`src/rtl/awg_sweep_ctrl_if.sv`:
```
// Config write port of awg_sweep_ctrl: valid/ready handshake carrying a register address and data.
`timescale 1ns/1ps
interface awg_sweep_ctrl_if;
    logic        cfg_valid;
    logic        cfg_ready;
    logic [2:0]  cfg_addr;
    logic [15:0] cfg_data;

    modport master (output cfg_valid, output cfg_addr, output cfg_data, input cfg_ready);
    modport slave  (input cfg_valid, input cfg_addr, input cfg_data, output cfg_ready);
endinterface

```
`src/rtl/awg_sweep_ctrl.sv`:
```
// Sweep sequencer for the sine DDS: config register file plus one-shot / repeat / triangle frequency sweeps.
// Define AWG_AMP_RAMP_EN to add the soft-start amplitude ramp (7 down to AMP at each dwell boundary).
`timescale 1ns/1ps
module awg_sweep_ctrl #(
    parameter int FREQ_W  = 12,
    parameter int AMP_W   = 3,
    parameter int PHASE_W = 8,
    parameter int DWELL_W = 16
) (
    input  logic               clk,
    input  logic               rst_n,
    awg_sweep_ctrl_if.slave    cfg,
    input  logic               start,
    input  logic               stop,
    output logic               busy,
    output logic               sweep_done,
    output logic               en,
    output logic [FREQ_W-1:0]  state_freq,
    output logic [AMP_W-1:0]   state_amp,
    output logic [PHASE_W-1:0] state_phase
);
    typedef enum logic [1:0] {
        ST_IDLE = 2'd0,
        ST_RUN  = 2'd1,
        ST_DONE = 2'd2
    } state_t;

    localparam logic [2:0] A_F_START = 3'd0;
    localparam logic [2:0] A_F_STOP  = 3'd1;
    localparam logic [2:0] A_F_STEP  = 3'd2;
    localparam logic [2:0] A_DWELL   = 3'd3;
    localparam logic [2:0] A_AMP     = 3'd4;
    localparam logic [2:0] A_PHASE   = 3'd5;
    localparam logic [2:0] A_MODE    = 3'd6;

    localparam logic [AMP_W-1:0]   AMP_ONE   = AMP_W'(1'b1);
    localparam logic [DWELL_W-1:0] DWELL_ONE = DWELL_W'(1'b1);
`ifdef AWG_AMP_RAMP_EN
    localparam logic [AMP_W-1:0]   AMP_MAX   = {AMP_W{1'b1}};
`endif

    state_t               state_r;
    state_t               state_nxt_s;

    logic [FREQ_W-1:0]    f_start_r, f_stop_r, f_step_r;
    logic [DWELL_W-1:0]   dwell_r;
    logic [AMP_W-1:0]     amp_r;
    logic [PHASE_W-1:0]   phase_r;
    logic [1:0]           mode_r;

    // Sweep parameters frozen at start so idle-time writes only apply to the next sweep
    logic [FREQ_W-1:0]    run_start_r, run_stop_r, run_step_r;
    logic [DWELL_W-1:0]   run_dwell_r;
    logic [1:0]           run_mode_r;

    logic [DWELL_W-1:0]   dwell_cnt_r;
    logic                 dir_up_r;
    logic                 leg_fwd_r;
    logic                 en_r, busy_r, sweep_done_r;
    logic [FREQ_W-1:0]    state_freq_r;
    logic [AMP_W-1:0]     state_amp_r;
    logic [PHASE_W-1:0]   state_phase_r;

    logic                 wr_s;
    logic                 start_go_s;
    logic                 step_s;
    logic                 endpoint_s;
    logic [FREQ_W:0]      next_freq_s;
    logic [FREQ_W-1:0]    target_s;
    logic [AMP_W-1:0]     amp_wr_s;
    logic [AMP_W-1:0]     amp_live_s;
    logic [PHASE_W-1:0]   phase_live_s;
    logic [DWELL_W-1:0]   dwell_wr_s;

    function automatic logic [AMP_W-1:0] clamp_amp(input logic [AMP_W-1:0] v);
        return (v == {AMP_W{1'b0}}) ? AMP_ONE : v;
    endfunction

    function automatic logic [DWELL_W-1:0] clamp_dwell(input logic [DWELL_W-1:0] v);
        return (v == {DWELL_W{1'b0}}) ? DWELL_ONE : v;
    endfunction

    assign cfg.cfg_ready = (state_r == ST_RUN) ? ((cfg.cfg_addr == A_AMP) || (cfg.cfg_addr == A_PHASE)) : 1'b1;
    assign wr_s          = cfg.cfg_valid & cfg.cfg_ready;
    assign amp_wr_s      = clamp_amp(cfg.cfg_data[AMP_W-1:0]);
    assign dwell_wr_s    = clamp_dwell(cfg.cfg_data[DWELL_W-1:0]);
    assign amp_live_s    = (wr_s && (cfg.cfg_addr == A_AMP)) ? amp_wr_s : amp_r;
    assign phase_live_s  = (wr_s && (cfg.cfg_addr == A_PHASE)) ? cfg.cfg_data[PHASE_W-1:0] : phase_r;

    assign start_go_s    = (state_r == ST_IDLE) && start && !stop;
    assign step_s        = (state_r == ST_RUN) && (dwell_cnt_r == (run_dwell_r - DWELL_ONE));
    assign target_s      = leg_fwd_r ? run_stop_r : run_start_r;

    // Next frequency and endpoint test; the extra top bit flags carry on the way up, borrow on the way down
    always_comb begin
        next_freq_s = {(FREQ_W+1){1'b0}};
        endpoint_s  = 1'b0;
        if (dir_up_r) begin
            next_freq_s = {1'b0, state_freq_r} + {1'b0, run_step_r};
            endpoint_s  = next_freq_s[FREQ_W] || (next_freq_s[FREQ_W-1:0] > target_s);
        end else begin
            next_freq_s = {1'b0, state_freq_r} - {1'b0, run_step_r};
            endpoint_s  = next_freq_s[FREQ_W] || (next_freq_s[FREQ_W-1:0] < target_s);
        end
    end

    // Sequencer next-state logic
    always_comb begin
        state_nxt_s = state_r;
        case (state_r)
            ST_IDLE: begin
                if (start_go_s) begin
                    state_nxt_s = ST_RUN;
                end else begin
                    state_nxt_s = ST_IDLE;
                end
            end
            ST_RUN: begin
                if (stop) begin
                    state_nxt_s = ST_IDLE;
                end else if (step_s && endpoint_s && (run_mode_r == 2'b00)) begin
                    state_nxt_s = ST_DONE;
                end else begin
                    state_nxt_s = ST_RUN;
                end
            end
            ST_DONE: state_nxt_s = ST_IDLE;
            default: state_nxt_s = ST_IDLE;
        endcase
    end

    // Sequencer state register
    always_ff @(posedge clk or negedge rst_n) begin
        if (!rst_n) begin
            state_r <= ST_IDLE;
        end else begin
            state_r <= state_nxt_s;
        end
    end

    // Config register file; address 7 is accepted and dropped
    always_ff @(posedge clk or negedge rst_n) begin
        if (!rst_n) begin
            f_start_r <= {FREQ_W{1'b0}};
            f_stop_r  <= {FREQ_W{1'b0}};
            f_step_r  <= {FREQ_W{1'b0}};
            dwell_r   <= DWELL_ONE;
            amp_r     <= AMP_ONE;
            phase_r   <= {PHASE_W{1'b0}};
            mode_r    <= 2'b00;
        end else if (wr_s) begin
            case (cfg.cfg_addr)
                A_F_START: f_start_r <= cfg.cfg_data[FREQ_W-1:0];
                A_F_STOP:  f_stop_r  <= cfg.cfg_data[FREQ_W-1:0];
                A_F_STEP:  f_step_r  <= cfg.cfg_data[FREQ_W-1:0];
                A_DWELL:   dwell_r   <= dwell_wr_s;
                A_AMP:     amp_r     <= amp_wr_s;
                A_PHASE:   phase_r   <= cfg.cfg_data[PHASE_W-1:0];
                A_MODE:    mode_r    <= cfg.cfg_data[1:0];
                default:   mode_r    <= mode_r;
            endcase
        end
    end

    // Sweep datapath and registered DDS outputs
    always_ff @(posedge clk or negedge rst_n) begin
        if (!rst_n) begin
            run_start_r   <= {FREQ_W{1'b0}};
            run_stop_r    <= {FREQ_W{1'b0}};
            run_step_r    <= {FREQ_W{1'b0}};
            run_dwell_r   <= DWELL_ONE;
            run_mode_r    <= 2'b00;
            dwell_cnt_r   <= {DWELL_W{1'b0}};
            dir_up_r      <= 1'b1;
            leg_fwd_r     <= 1'b1;
            en_r          <= 1'b0;
            busy_r        <= 1'b0;
            sweep_done_r  <= 1'b0;
            state_freq_r  <= {FREQ_W{1'b0}};
            state_amp_r   <= AMP_ONE;
            state_phase_r <= {PHASE_W{1'b0}};
        end else begin
            en_r         <= (state_nxt_s == ST_RUN);
            busy_r       <= (state_nxt_s == ST_RUN);
            sweep_done_r <= (state_nxt_s == ST_DONE);
            if (start_go_s) begin
                run_start_r   <= f_start_r;
                run_stop_r    <= f_stop_r;
                run_step_r    <= f_step_r;
                run_dwell_r   <= dwell_r;
                run_mode_r    <= mode_r;
                dwell_cnt_r   <= {DWELL_W{1'b0}};
                dir_up_r      <= (f_stop_r >= f_start_r);
                leg_fwd_r     <= 1'b1;
                state_freq_r  <= f_start_r;
                state_phase_r <= phase_r;
`ifdef AWG_AMP_RAMP_EN
                state_amp_r   <= AMP_MAX;
`else
                state_amp_r   <= amp_r;
`endif
            end else if ((state_r == ST_RUN) && !stop) begin
                state_phase_r <= phase_live_s;
`ifdef AWG_AMP_RAMP_EN
                // A raised target jumps immediately; otherwise step down once per dwell boundary
                if (amp_live_s > state_amp_r) begin
                    state_amp_r <= amp_live_s;
                end else if (step_s && (state_amp_r > amp_live_s)) begin
                    state_amp_r <= state_amp_r - AMP_ONE;
                end
`else
                state_amp_r   <= amp_live_s;
`endif
                if (step_s) begin
                    dwell_cnt_r <= {DWELL_W{1'b0}};
                    if (!endpoint_s) begin
                        state_freq_r <= next_freq_s[FREQ_W-1:0];
                    end else if (run_mode_r[1]) begin
                        // Triangle turn-around: frequency holds for one extra dwell period
                        dir_up_r  <= !dir_up_r;
                        leg_fwd_r <= !leg_fwd_r;
                    end else if (run_mode_r[0]) begin
                        state_freq_r <= run_start_r;
                    end
                end else begin
                    dwell_cnt_r <= dwell_cnt_r + DWELL_ONE;
                end
            end
        end
    end

    assign en          = en_r;
    assign busy        = busy_r;
    assign sweep_done  = sweep_done_r;
    assign state_freq  = state_freq_r;
    assign state_amp   = state_amp_r;
    assign state_phase = state_phase_r;

endmodule

```
`src/flat_wrapper.sv`:
```
// flat-port wrapper written by rule: the top's interface ports become plain ports
module awg_sweep_ctrl_flat 
#(
    parameter int FREQ_W  = 12,
    parameter int AMP_W   = 3,
    parameter int PHASE_W = 8,
    parameter int DWELL_W = 16
)
  (clk, rst_n, start, stop, busy, sweep_done, en, state_freq, state_amp, state_phase, cfg_cfg_valid, cfg_cfg_addr, cfg_cfg_data, cfg_cfg_ready);
  awg_sweep_ctrl_if cfg_i ();
  input  logic clk;
  input  logic rst_n;
  input  logic start;
  input  logic stop;
  output logic busy;
  output logic sweep_done;
  output logic en;
  output logic [FREQ_W-1:0] state_freq;
  output logic [AMP_W-1:0] state_amp;
  output logic [PHASE_W-1:0] state_phase;
  input wire logic [$bits(cfg_i.cfg_valid)-1:0] cfg_cfg_valid;
  input wire logic [$bits(cfg_i.cfg_addr)-1:0] cfg_cfg_addr;
  input wire logic [$bits(cfg_i.cfg_data)-1:0] cfg_cfg_data;
  output wire logic [$bits(cfg_i.cfg_ready)-1:0] cfg_cfg_ready;
  assign cfg_i.cfg_valid = cfg_cfg_valid;
  assign cfg_i.cfg_addr = cfg_cfg_addr;
  assign cfg_i.cfg_data = cfg_cfg_data;
  assign cfg_cfg_ready = cfg_i.cfg_ready;
  awg_sweep_ctrl #(.FREQ_W(FREQ_W), .AMP_W(AMP_W), .PHASE_W(PHASE_W), .DWELL_W(DWELL_W)) u_core (.clk(clk), .rst_n(rst_n), .cfg(cfg_i), .start(start), .stop(stop), .busy(busy), .sweep_done(sweep_done), .en(en), .state_freq(state_freq), .state_amp(state_amp), .state_phase(state_phase));
endmodule
```
`config.mk`:
```
export PLATFORM = sky130hd
export DESIGN_NAME = awg_sweep_ctrl_flat
export DESIGN_NICKNAME = d
export VERILOG_FILES = /design/src/rtl/awg_sweep_ctrl_if.sv /design/src/rtl/awg_sweep_ctrl.sv /design/src/flat_wrapper.sv
export SDC_FILE = /design/constraint.sdc
export NUM_CORES = 1
export LEC_CHECK = 0
export BUFFER_PORTS_ARGS = -buffer_cell sky130_fd_sc_hd__buf_2
export CAP_MARGIN = 40
export CORE_MARGIN = 2
export CORE_UTILIZATION = 40
export DETAILED_ROUTE_END_ITERATION = 10
export GPL_ROUTABILITY_DRIVEN = 0
export GPL_TIMING_DRIVEN = 0
export HOLD_SLACK_MARGIN = 0.05
export PLACE_DENSITY = 0.58
export SYNTH_ARGS = -nofsm -noshare
export SYNTH_HDL_FRONTEND = slang
export SYNTH_SLANG_ARGS = --single-unit
export TNS_END_PERCENT = 30
```
`constraint.sdc`:
```
create_clock -name clk -period 5.35 [get_ports clk]
set_input_delay 0.2675 -clock clk [delete_from_list [all_inputs] [get_ports clk]]
set_output_delay 0.2675 -clock clk [all_outputs]
set_load 0.05 [all_outputs]
```
[After elaboration in Yosys (flattened, before gate mapping)]
Cells that the tools add are included.
Storage, ports and cells
  logic and storage cells: 108
  flip-flop bits (word level): 164
  output and inout port bits: 27
Operators by class
  $lt $le $gt $ge: 3
  reduce and logical (&&, ||, !) cells: 32
  add/subtract/negate cells: 4
  bitwise logic cells: 1
  mux-type cells: 35
  equality and inequality tests: 12
Operators by type and width (count)
  $mux W12: 8
  $mux W16: 4
  $mux W8: 3
  $add A16 B1 Y16 const B: 1
  $eq A16 B16 Y1: 1
  $logic_not A16 Y1: 1
  $sub A16 B1 Y16 const B: 1
  $reduce_and A2 Y1: 7
  $add A12 B12 Y13: 1
  $mux W1: 13
  $sub A12 B12 Y13: 1
  $ge A12 B12 Y1: 1
  $gt A12 B12 Y1: 1
  $lt A12 B12 Y1: 1
  $mux W3: 4
  $eq A3 B3 Y1 const B: 3
  $logic_and A1 B1 Y1: 8
  $reduce_and A4 Y1: 2
  $reduce_bool A2 Y1: 4
  $eq A3 B2 Y1 const B: 2
  $logic_not A3 Y1: 2
  $eq A2 B1 Y1 const B: 2
  $logic_not A2 Y1: 2
  $mux W2: 2
  8 further kinds: 12

[Depth between registers and ports, before layout]
Gate-level depths: netlist (run 1).
  depth after elaboration: 10
  gate-level depth with buffers: 19

[Worst setup path after synthesis (run 1)]
OpenSTA, ideal clock, no wires.
  path kind: register -> register
  from: reg u_core.state_freq_r[6] (netlist: u_core.state_freq[6])
  to: reg u_core.state_freq_r[5] (netlist: u_core.state_freq[5])
  setup slack: 746 ps
  path buffers: 2
  required time: 5223 ps
  cell stages (with the launch flop): 19
  clock period less this slack: 4604 ps
  data arrival time: 4477 ps
  setup time: 127 ps
  cell sequence: dfrtp_1 -> ha_1 -> clkbuf_1 -> nor2_1 -> a221oi_1 -> a21oi_1 -> a311oi_1 -> o31ai_1 -> xnor2_1 -> ha_1 -> a21oi_1 -> o21ai_1 -> a2111o_1 -> o21ai_1 -> and4_1 -> clkbuf_1 -> nor3_1 -> a311o_1 -> mux2_1
Between the ends
  cells in the longest elaborated chain, start to end: 8
  elaborated cells between the ends (all ways): 14
  those cells by class: add/sub (2); order compare (2); eq/ne (2); mux (5); reduce/logical (3)
RTL lines
  start: declaration: line awg_sweep_ctrl.sv:60  | logic [FREQ_W-1:0] state_freq_r;
  start signal: assignment: line awg_sweep_ctrl.sv:179  | state_freq_r <= {FREQ_W{1'b0}};
  start signal: assignment: line awg_sweep_ctrl.sv:195  | state_freq_r <= f_start_r;
  start signal: assignment: line awg_sweep_ctrl.sv:217  | state_freq_r <= next_freq_s[FREQ_W-1:0];
  $sub A12 B12 Y13 / $add A12 B12 Y13 (equally long branches): line awg_sweep_ctrl.sv:102, awg_sweep_ctrl.sv:99
  $lt A12 B12 Y1 / $gt A12 B12 Y1 (equally long branches): line awg_sweep_ctrl.sv:103, awg_sweep_ctrl.sv:100
  $logic_or A1 B1 Y1 (on tied branches): line awg_sweep_ctrl.sv:103, awg_sweep_ctrl.sv:100
  $mux W1 (*): line awg_sweep_ctrl.sv:98  | if (dir_up_r) begin
  $mux W12: line awg_sweep_ctrl.sv:216  | if (!endpoint_s) begin
  $mux W12: line awg_sweep_ctrl.sv:214  | if (step_s) begin
  $mux W12: line awg_sweep_ctrl.sv:202  | end else if ((state_r == ST_RUN) && !stop) begin
  $mux W12: line awg_sweep_ctrl.sv:186  | if (start_go_s) begin
Mark *: on every way between the ends. The rest lies on a longest branch, timed or not. The select of a mux whose other input is x is not followed.
A chain may end at the register's enable or synchronous reset.

[Worst setup path in the final report (run 1)]
  from: reg u_core.state_freq_r[6] (netlist: u_core.state_freq[6])
  to: reg u_core.state_freq_r[7] (netlist: u_core.state_freq[7])
Between the ends
  cells in the longest elaborated chain, start to end: 8
  elaborated cells between the ends (all ways): 15
  those cells by class: add/sub (2); order compare (2); eq/ne (2); mux (6); reduce/logical (3)
RTL lines (line)
  $sub A12 B12 Y13 / $add A12 B12 Y13 (equally long branches): awg_sweep_ctrl.sv:102, awg_sweep_ctrl.sv:99
  $lt A12 B12 Y1 / $gt A12 B12 Y1 (equally long branches): awg_sweep_ctrl.sv:103, awg_sweep_ctrl.sv:100
  $logic_or A1 B1 Y1 (on tied branches): awg_sweep_ctrl.sv:103, awg_sweep_ctrl.sv:100
  $mux W1: awg_sweep_ctrl.sv:98
  $mux W12: awg_sweep_ctrl.sv:216
  $mux W12: awg_sweep_ctrl.sv:214
  $mux W12: awg_sweep_ctrl.sv:202
  $mux W12: awg_sweep_ctrl.sv:186
Several ways; a longest one is shown, not always the timed one. The select of a mux whose other input is x is not followed.

==> summary.md, run 1 <==
| Metric | Value |
|---|---|
| Nets | `between 1000 and 1500` |
| Share of the synthesized area in compound gates (AO/OA/AOI/OAI) | `between 10% and 20%` |
| Count of input and output buffers | `47` |
| Wire length per cell after detailed routing | `between 15 and 20 µm` |
| Area growth from synthesis to final layout | `13.7%` |
| Cell Area, Placed | `10200 µm²` |
| Pin count of the biggest net entering global routing | `between 90 and 100` |
| Die ar. | `roughly 25000 µm²` |
| XOR/XNOR share of the synthesized area | `between 4 and 5%` |
| Antenna fix cells | `0` |
| Tightest Pin Transition | `889 ps` |
| Cell accounting for the most synthesized area | `dfrtp_1` |
| Post-synthesis instance area | `between 9000 and 10000 µm²` |
| Worst slew margin relative to its limit | `~41%` |
| Initial core utilization | `40.7%` |
| ANT nets after route | `0` |
| Die extent in y | `158 µm` |
| Required time of the critical path | `around 5700 ps` |
| DRT iter0 DRCs | `550` |
| Commonest register cell after synthesis | `dfrtp_1` |
| Critical path fanouts, max | `10` |
| CP startpoint kind | `flip-flop` |
| Vias in the first global route | `between 7000 and 8000` |
| Number of max-cap violations | `0` |
| Top cells by area, synth | `dfrtp_1 41%, ha_1 8.1%, nand2_1 7.0%` |
| First-pass GRT wire length | `around 41000 µm` |
| Final HPWL DP | `approximately 19000 µm` |
| Pwr per Cell Area | `593 nW/µm²` |
| Residual DRC | `0` |
| Total power after layout | `around 0.0064 W` |
| Worst Hold Class | `in -> reg` |
| Share of the cycle needed by the critical path after routing | `between 90 and 100%` |
| Synthesized netlist net count | `between 1000 and 1500` |
| Cell Chain, Critical Path | `ha_1 > clkbuf_1 > nor2_1 > a221oi_1 > a21oi_1 > a311oi_2 > o31ai_1 > xnor2_1 > ha_1 > a21oi_1 > o21ai_1 > a2111o_1 > o21ai_1 > and4_1 > nor2_1 > o31ai_1 > mux2_1` |
| Leakage component of the power | `slightly above 5 nW` |
| Flip-flop and latch count after synthesis | `between 150 and 200` |
| Setup violations, final | `0` |
| I/O Pins | `between 50 and 60` |
| Commonest cells in the synthesized netlist | `177 x nand2_1, 158 x dfrtp_1, 62 x ha_1, 57 x mux2_2, 43 x inv_1` |
| Run status | `finished clean` |
| Max-slew violation count | `0` |
| Worst ir drop on vdd | `approximately 0.00025 V` |
| Clock insertion delay at the later pin of the skew report | `440 ps` |
| Fraction of synthesized area in multiplexers | `about 9.0%` |
| Synthesized-area fraction occupied by adder cells | `around 8.5%` |
| Final wirelength | `around 25000 µm` |
| Most common cell in the netlist | `nand2_1` |
| Overall via count from detail_route | `7461` |
| Synth Instances | `just under 1000` |
| Total of fill cells in the finished design | `roughly 2300` |
| Die width | `158 µm` |
| Vias per cell | `between 5 and 6` |
| Count of flip-flops with a built-in enable after synthesis | `0` |
| Layout cells sized above 1 | `roughly 17%` |
| Setup repair after global routing missed its margin | `no` |
| Total Negative Setup Slacks | `0 ps` |
| Warnings, synthesis | `0` |
| Cell count after placement | `around 1300` |
| Number of sinks driven by the clock tree | `164` |
| Cell type of the slowest stage on the worst timing path | `and4_1` |
| Aggregate global routing overflow | `0` |
| Maximum cell stage delay along the critical path | `510 ps` |
| Signal arrival time at the worst endpoint | `between 5000 and 6000 ps` |
| Fraction of registers with async set/reset | `100%` |
| Portion of synthesized cell area occupied by the leading cell type | `about two fifths` |
| Mean area per synthesized cell | `~9.8 µm²` |
| Achievable frequency | `201 MHz` |
| Clock tree from TritonCTS | `done` |
| Final cell area excluding filler cells | `10800 µm²` |
| Final hold vios | `0` |
| Sort of element at the end of the critical path | `flip-flop` |
| Category of the critical setup timing path | `reg -> reg` |
| Inserted Clock Buffers | `17` |
| Clock H-tree levels | `4` |
| CTS max path bufs | `2` |
| Number of antenna violations at the first check in global routing | `0` |
| Final Critical Period | `4960 ps` |
| All-Layer GR Usage | `about 22%` |
| Clock transition time at the flip-flop clock pins of the worst setup and hold paths | `about 70 ps` |
| Synth cell types | `76` |
| Dominant combinational cell family by area after synthesis | `simple AND/OR/NAND/NOR gates` |
| Core Box Area | `23500 µm²` |
| Fraction of the mapped netlist area in simple logic gates | `18.0%` |
| Post-layout instance count excluding filler cells | `1378` |
| Row count | `56` |
| Initial DRT Pass Iterations | `5` |
| Sequential area share after synthesis | `43.1%` |
| Buffer type at the clock tree root | `clkbuf_16` |
| Min Hold Slack | `68.0 ps` |
| Worst clock skew | `18.3 ps` |
-- kinds of logic (layout without fill, tap and decap cells) --
family / after synthesis / in the layout
simple gates: 348 / 348
compound gates: 183 / 183
fa+ha+maj: 64 / 64
buf+inv: 93 / 175
xor+xnor: 47 / 47
mux: 78 / 78
flops: 164 / 164
-- layout by cell type, fill, tap and decap left out, types with 8 or more instances in the layout --
master     netlist  final
xor2_1          12     12
dfrtp_1        158    158
clkbuf_16        0     17
clkbuf_1        32     31
o21ai_0         28     28
a22o_1           9      9
o21ai_1         14     14
a22oi_1         10     10
and3_1          11     11
a21oi_1         29     29
nand2_1        177    177
a31oi_1         25     25
nand4_1          9      9
mux2i_1         18     18
nor2_1          34     34
inv_1           43     43
nand3_1         14     14
nand2b_1         8      8
a21o_1          15     15
ha_1            62     62
mux2_2          57     57
nor2b_1         14     14
nor3_1          26     26
xnor2_1         35     35
nor4_1           8      8
buf_2            9     56
-- per-layer routing --
metal / routed length, µm / global-route usage, % / share of wire, %
met1: 13000 / 32.7 / 51
met2: 11200 / 32.9 / 44
met3: 835 / 2.99 / 3.3
met4: 352 / 5.23 / 1.4
met5: 0 / 0 / 0
-- final cells by class --
class / count / area, µm² / share of cell area, %
multi-input combinational: 720 / 5070 / 46.7
sequential: 164 / 4110 / 37.9
clock buffer: 17 / 425 / 3.92
tap: 319 / 399 / 3.68
timing repair buffer: 51 / 295 / 2.72
buffer: 47 / 199 / 1.83
clock inverter: 15 / 181 / 1.67
inverter: 45 / 169 / 1.56
-- where the power goes --
group	internal, W	switching [W]	total [W]
registers	0.00157	0.000287	0.00186
clock network	0.000637	0.000617	0.00125
logic	0.00131	0.00201	0.00332
-- what timing repair did --
item | 4_1_cts | 5_1_grt
endpoints found under the hold margin | 93 | 0
setup buffers | 0 | 0
hold buffers | 1 | 0
gates resized for setup | 0 | 1
endpoints found under the setup margin | 0 | 4
-- state kept, by name (all words and copies together) (netlist names), 2 cells and up --
register,count
u_core.amp_r,3
u_core.dwell_cnt_r,16
u_core.dwell_r,16
u_core.f_start_r,12
u_core.f_step_r,12
u_core.f_stop_r,12
u_core.mode_r,2
u_core.phase_r,8
u_core.run_dwell_r,16
u_core.run_mode_r,2
u_core.run_start_r,12
u_core.run_step_r,12
u_core.run_stop_r,12
u_core.state_amp,3
u_core.state_freq,12
u_core.state_phase,8
u_core.state_r,2
-- per-stage QoR --
step	utilization, %	setup slack (ps)
floorplan	-	746
global placement	43.4	131
detailed placement	43.6	142
CTS	46.2	102
global route	46.2	43.1
finish	46.2	386
-- worst paths after layout --
path	start	endpoint	slack [ps]	depth (start not counted)
max	u_core.state_freq[6]	u_core.state_freq[7]	390	17
min	cfg_cfg_data[13]	u_core.dwell_r[13]	70	2
max reg2reg	u_core.state_freq[6]	u_core.state_freq[7]	390	17
min reg2reg	u_core.dwell_r[8]	u_core.run_dwell_r[8]	470	2
max in group asynchronous	rst_n	u_core.dwell_r[0]	4060	3
min in group asynchronous	rst_n	u_core.f_stop_r[2]	450	2
-- worst max-delay path, delay by kind of cell (launching register included) --
| kind | cells | cell delay, ps |
|---|---|---|
| fa+ha+maj | 2 | 630 |
| flops | 1 | 460 |
| simple gates | 3 | 780 |
| xor+xnor | 1 | 160 |
| compound gates | 9 | 2350 |
| buf+inv | 1 | 320 |
| mux | 1 | 210 |
Power figures use the tool's default switching activity.
==> inputs of run 2 (changes only) <==
--- a/config.mk
+++ b/config.mk
@@ -7,7 +7,6 @@
 export LEC_CHECK = 0
 export BUFFER_PORTS_ARGS = -buffer_cell sky130_fd_sc_hd__buf_2
 export CAP_MARGIN = 40
-export CORE_MARGIN = 2
 export CORE_UTILIZATION = 40
 export DETAILED_ROUTE_END_ITERATION = 10
 export GPL_ROUTABILITY_DRIVEN = 0
==> run 2 against run 1 <==
  * Combinational power hardly changed
  * Die area decreased by 2.5%
  * Highest routed layer unchanged
  * Global-route usage up 0.36 points
  * Fmax is 0.33% lower
  * Critical path depth is 1 higher
  * Sequential cell count unchanged
  * Critical path type unchanged
  * Sequential power hardly changed
  * Count of clock-buffer cells in the layout unchanged
  * Final cell count grew 0.15%
  * Clock skew shrank 2.3 ps
==> summary.md, run 2 (synthesis results as in run 1) <==
| Metric | Value |
|---|---|
| Run status | `finished clean` |
| Worst reg-to-reg path cell count | `18` |
| CP startpoint kind | `flip-flop` |
| I/O Pins | `51` |
| Required time of the critical path | `~5700 ps` |
| Final cell area excluding filler cells | `10900 µm²` |
| Worst Hold Class | `in -> reg` |
| Clock tree from TritonCTS | `done` |
| Commonest non-fill, non-tap cell in the layout | `nand2_1` |
| Setup repair after global routing missed its margin | `no` |
| Layout cells sized above 1 | `about 17%` |
| Maximum cell stage delay along the critical path | `between 600 and 700 ps` |
| Nets | `approximately 1100` |
| Wire length per cell after detailed routing | `18.4 µm` |
| Highest-count cells in the layout ignoring fill and taps | `177 x nand2_1, 158 x dfrtp_1, 62 x ha_1` |
| Number of sinks driven by the clock tree | `between 150 and 200` |
| Final Critical Period | `roughly 5000 ps` |
| Overall via count from detail_route | `7448` |
| Pwr per Cell Area | `around 600 nW/µm²` |
| Worst Hold Endpoint | `u_core.dwell_r[13]` |
| Biggest regs | `u_core.dwell_cnt_r (16), u_core.dwell_r (16), u_core.run_dwell_r (16)` |
| Pin count of the biggest net entering global routing | `a little under 90` |
| Number of antenna violations at the first check in global routing | `0` |
| Area growth from synthesis to final layout | `13.9%` |
| Cell Chain, Critical Path | `inv_1 > ha_1 > inv_1 > fa_1 > a21oi_1 > o2111ai_1 > a41o_1 > a21oi_1 > xnor2_1 > ha_1 > nand4_1 > a211oi_1 > nor3_1 > or4_1 > nand2_1 > buf_2 > o221ai_1 > mux2_1` |
| Leakage component of the power | `a little over 5 nW` |
| Initial core utilization | `a little over 40%` |
| Inserted Clock Buffers | `17` |
| Die width | `156 µm` |
| Final hold vios | `0` |
| Total of fill cells in the finished design | `around 2300` |
| Aggregate global routing overflow | `0` |
| ANT nets after route | `0` |
| First-pass GRT wire length | `40700 µm` |
| Buffer type at the clock tree root | `clkbuf_16` |
| Critical hold path startpoint | `cfg_cfg_data[13]` |
| Clock insertion delay at the later pin of the skew report | `around 440 ps` |
| Core Box Area | `23500 µm²` |
| Area occupied by multi-input gates | `between 5000 and 6000 µm²` |
| Die ar. | `around 24000 µm²` |
| Achievable frequency | `around 200 MHz` |
| Final wirelength | `roughly 25000 µm` |
| Vias per cell | `~5.4` |
| Signal arrival time at the worst endpoint | `approximately 5300 ps` |
| Sort of element at the end of the critical path | `flip-flop` |
| Count of input and output buffers | `47` |
| Tightest Pin Transition | `833 ps` |
| Sequential standard cell area | `4110 µm²` |
| Critical path fanouts, max | `10` |
| Die extent in y | `156 µm` |
| Hold Path Stages | `2` |
| All-Layer GR Usage | `between 20% and 30%` |
| Number of max-cap violations | `0` |
| Register-to-register setup slack | `370 ps` |
| Cell Area, Placed | `10200 µm²` |
| Initial DRT Pass Iterations | `5` |
| Post-CTS setup buffer count | `0` |
| Worst slew margin relative to its limit | `about 44%` |
| Row count | `56` |
| Clock H-tree levels | `4` |
| Worst ir drop on vdd | `between 0.0002 and 0.00025 V` |
| CTS max path bufs | `2` |
| Category of the critical setup timing path | `reg -> reg` |
| Startpoint of the most critical register-to-register path | `u_core.state_freq[0]` |
| Clock transition time at the flip-flop clock pins of the worst setup and hold paths | `80 ps` |
| Cell type of the slowest stage on the worst timing path | `or4_1` |
| Residual DRC | `0` |
| Worst clock skew | `between 15 and 20 ps` |
| Setup violations, final | `0` |
| Reg-to-reg critical path endpoint | `u_core.state_freq[8]` |
| Final HPWL DP | `~19000 µm` |
| Vias in the first global route | `roughly 7000` |
| Share of the cycle needed by the critical path after routing | `just over 90%` |
| Max-slew violation count | `0` |
| DRT iter0 DRCs | `roughly 530` |
| Total Negative Setup Slacks | `0 ps` |
run 2: final cells by class:
cell class                      count  area share, %
Tap cell                          319           3.67
Inverter                           45           1.55
Antenna cell                        1         0.0230
Buffer                             47           1.84
Timing Repair Buffer               52           2.84
Clock inverter                     15           1.69
Multi-Input combinational cell    720           46.6
Sequential cell                   164           37.8
Clock buffer                       17           3.91
run 2: per-layer routing:
metal | up-vias | routed length [µm] | global-route usage, %
met5 | - | 0 | 0
met4 | 0 | 487 | 6.72
met3 | 37 | 1020 | 3.63
met2 | 171 | 11000 | 32.7
met1 | 3602 | 12800 | 32.7
li1 | 3638 | - | -
run 2: worst max-delay path: cells and delay by family, from the launching register on:
kind	cells	cell delay (ps)
compound gates	6	1580
simple gates	4	1070
fa+ha+maj	3	890
flops	1	410
buf+inv	3	400
mux	1	370
xor+xnor	1	120
run 2: through the flow:
step / hold WS (ps) / std cells / utilization, % / setup slack [ps] / power, W
2_1_floorplan: -28.1 / 977 / - / 746 / 0.00430
3_3_place_gp: 448 / 1343 / 43.4 / 56.5 / 0.00508
3_5_place_dp: 293 / 1347 / 43.6 / 25.3 / 0.00514
5_1_grt: 51.2 / 1379 / 46.3 / 98.2 / 0.00693
4_1_cts: 51.5 / 1380 / 46.3 / 190 / 0.00645
6_report: 61.9 / 1380 / 46.3 / 370 / 0.00643
run 2: what timing repair did:
action                                  4_1_cts  5_1_grt
gates resized for setup                       1        2
hold endpoints to repair                     74        0
hold buffers                                  1        0
endpoints found under the setup margin        1        3
run 2: where the power goes:
group          total, W  internal (W)  leakage (nW)  switching, W
registers       0.00187       0.00157          2.05      0.000299
logic           0.00330       0.00131          2.77       0.00199
clock network   0.00127      0.000674         0.296      0.000594
run 2: how the worst max path moves through the flow:
stage,cells past startpoint,endpoint,from,slack (ps)
floorplan,18,u_core.state_freq[5],u_core.state_freq[6],750
detailed placement,18,u_core.state_freq[5],u_core.state_freq[6],30
global placement,18,u_core.state_freq[5],u_core.state_freq[6],60
finish,18,u_core.state_freq[8],u_core.state_freq[0],370
global route,18,u_core.state_freq[8],u_core.state_freq[0],100
CTS,18,u_core.state_freq[5],u_core.state_freq[6],190
==> inputs of run 3 (changes only) <==
--- a/config.mk
+++ b/config.mk
@@ -7,6 +7,7 @@
 export LEC_CHECK = 0
 export BUFFER_PORTS_ARGS = -buffer_cell sky130_fd_sc_hd__buf_2
 export CAP_MARGIN = 40
+export CORE_ASPECT_RATIO = 1.75
 export CORE_UTILIZATION = 40
 export DETAILED_ROUTE_END_ITERATION = 10
 export GPL_ROUTABILITY_DRIVEN = 0
==> run 3 against run 2 <==
  * Final cell count decreased by 1.1%
  * Setup slack got worse by 150 ps
  * Highest routed layer unchanged
  * Critical path depth unchanged
  * Critical path type unchanged
  * Fmax down 2.9%
==> summary.md, run 3 (synthesis results as in run 1) <==
| Metric | Value |
|---|---|
| Total Negative Setup Slacks | `0 ps` |
| Number of sinks driven by the clock tree | `164` |
| Antenna fix cells | `0` |
| Clock network fraction of design power | `just under 20%` |
| Reg-to-reg critical path endpoint | `u_core.state_freq[8]` |
| Overall via count from detail_route | `roughly 7500` |
| Max-slew violation count | `0` |
| ANT nets after route | `0` |
| Pin count of the biggest net entering global routing | `~120` |
| Total of fill cells in the finished design | `2300` |
| Highest-count cells in the layout ignoring fill and taps | `177 x nand2_1, 158 x dfrtp_1, 62 x ha_1` |
| Aggregate global routing overflow | `0` |
| Sequential standard cell area | `slightly above 4000 µm²` |
| Leakage component of the power | `~5.1 nW` |
| Initial core utilization | `approximately 41%` |
| Clock H-tree levels | `4` |
| Clock insertion delay at the later pin of the skew report | `430 ps` |
| Worst clock skew | `8.45 ps` |
| Kind of cell adding the most delay to the critical path | `compound AO/OA/AOI/OAI gates` |
| Row count | `74` |
| Sequential cell fraction of total power | `between 20% and 30%` |
| CP startpoint kind | `flip-flop` |
| Internal power summed over all cells | `0.00367 W` |
| Area growth from synthesis to final layout | `13.8%` |
| Required time of the critical path | `5660 ps` |
| Pwr per Cell Area | `600 nW/µm²` |
| Area occupied by multi-input gates | `about 5100 µm²` |
| Combinational Power Share | `a little over half` |
| First-pass GRT wire length | `42700 µm` |
| Final HPWL DP | `approximately 21000 µm` |
| Cell type of the slowest stage on the worst timing path | `or4_1` |
| Worst Hold Endpoint | `u_core.dwell_r[13]` |
| Wire length per cell after detailed routing | `a little under 20 µm` |
| CTS max path bufs | `2` |
| Share of the cycle needed by the critical path after routing | `a little over nine tenths` |
| Number of antenna violations at the first check in global routing | `0` |
| Achievable frequency | `around 200 MHz` |
| I/O Pins | `51` |
| Die extent in y | `roughly 210 µm` |
| Nets | `1136` |
| Core Box Area | `around 23000 µm²` |
| Final hold vios | `0` |
| Maximum cell stage delay along the critical path | `between 600 and 700 ps` |
| DRT iter0 DRCs | `around 450` |
| Startpoint of the most critical register-to-register path | `u_core.state_freq[0]` |
| Worst ir drop on vdd | `0.000259 V` |
| Initial DRT Pass Iterations | `4` |
| Die ar. | `24500 µm²` |
| Vias per cell | `around 5.5` |
| Cell Chain, Critical Path | `inv_1 > ha_1 > inv_1 > fa_1 > a21oi_2 > o2111ai_1 > a41o_1 > a21oi_1 > xnor2_1 > ha_1 > nand4_1 > a211oi_1 > nor3_1 > or4_1 > nand2_1 > buf_2 > o221ai_1 > mux2_1` |
| Number of max-cap violations | `0` |
| Crit path buffers/inverters | `3` |
| Tightest Pin Transition | `between 800 and 900 ps` |
| Critical path fanouts, max | `10` |
| Clock transition time at the flip-flop clock pins of the worst setup and hold paths | `about 70 ps` |
| Origin of the worst setup path | `u_core.state_freq[0]` |
| Min Hold Slack | `between 70 and 80 ps` |
| Category of the critical setup timing path | `reg -> reg` |
| Final wirelength | `27100 µm` |
| Worst slew margin relative to its limit | `a little over two fifths` |
| Sort of element at the end of the critical path | `flip-flop` |
| Hold Path Stages | `2` |
| Final Critical Period | `5130 ps` |
| Setup violations, final | `0` |
| Worst reg-to-reg path cell count | `18` |
| Worst Hold Class | `in -> reg` |
| Buffer type at the clock tree root | `clkbuf_16` |
| Clock tree from TritonCTS | `done` |
| Inserted Clock Buffers | `17` |
| Vias in the first global route | `approximately 8000` |
| Setup repair after global routing missed its margin | `no` |
| Register-to-register setup slack | `220 ps` |
| All-Layer GR Usage | `23.3%` |
| Switching power total | `around 0.0028 W` |
| Signal arrival time at the worst endpoint | `~5400 ps` |
| Critical hold path startpoint | `cfg_cfg_data[13]` |
| Commonest non-fill, non-tap cell in the layout | `nand2_1` |
| Run status | `finished clean` |
| Biggest regs | `u_core.dwell_cnt_r (16), u_core.dwell_r (16), u_core.run_dwell_r (16)` |
| Count of input and output buffers | `between 40 and 50` |
| Residual DRC | `0` |
| Switching Share | `a little over two fifths` |
| Layout cells sized above 1 | `~17%` |
| Die width | `119 µm` |
## run 3: how the worst max path moves through the flow
| stage | to | slack, ps | cells past startpoint |
|---|---|---|---|
| 2_1_floorplan | u_core.state_freq[5] | 750 | 18 |
| 5_1_grt | u_core.state_freq[8] | 20 | 17 |
| 6_report | u_core.state_freq[8] | 220 | 18 |
| 3_3_place_gp | u_core.state_freq[5] | -70 | 18 |
| 3_5_place_dp | u_core.state_freq[8] | -60 | 18 |
| 4_1_cts | u_core.state_freq[8] | 80 | 18 |
## run 3: metal layers
layer	part of all wire, %	routed length (µm)	track usage, %
met1	36	9880	22.3
met4	5.2	1410	13.8
met5	0	0	0
met2	56	15300	46.4
met3	2.0	535	3.15
## run 3: power by group through the flow
| stage | Combinational (W) | Sequential [W] | Clock (W) |
|---|---|---|---|
| after floorplan | 0.00227 | 0.00202 | 0 |
| after global placement | 0.00332 | 0.00186 | 0 |
| after detailed placement | 0.00337 | 0.00187 | 0 |
| after CTS | 0.00340 | 0.00185 | 0.00129 |
| after global routing | 0.00377 | 0.00189 | 0.00134 |
| final | 0.00340 | 0.00185 | 0.00127 |
## run 3: what timing repair did
item,CTS,global route
hold buffers,1,0
resized for setup,1,1
setup endpoints to repair,3,3
pin swaps,0,1
setup buffers,0,2
hold endpoints to repair,43,0
## run 3: metrics by stage
step | setup WS (ps) | util, % | cell area, µm² | power [W] | cells
5_1_grt | 23.6 | 46.4 | 10900 | 0.00700 | 1365
6_report | 223 | 46.4 | 10900 | 0.00651 | 1365
2_1_floorplan | 746 | - | 9550 | 0.00430 | 977
3_5_place_dp | -64.6 | 43.6 | 10200 | 0.00524 | 1332
4_1_cts | 79.1 | 46.3 | 10800 | 0.00654 | 1365
3_3_place_gp | -69.2 | 43.4 | 10200 | 0.00518 | 1328
## run 3: cell type report
| class | instances | share of cell area (%) |
|---|---|---|
| multi-input cells | 720 | 46.8 |
| clock inverters | 8 | 1.14 |
| plain buffers | 46 | 1.80 |
| flip-flops and latches | 164 | 37.9 |
| repair buffers | 54 | 2.93 |
| well taps | 304 | 3.50 |
| inverters | 45 | 1.56 |
| clock buffers | 24 | 4.44 |
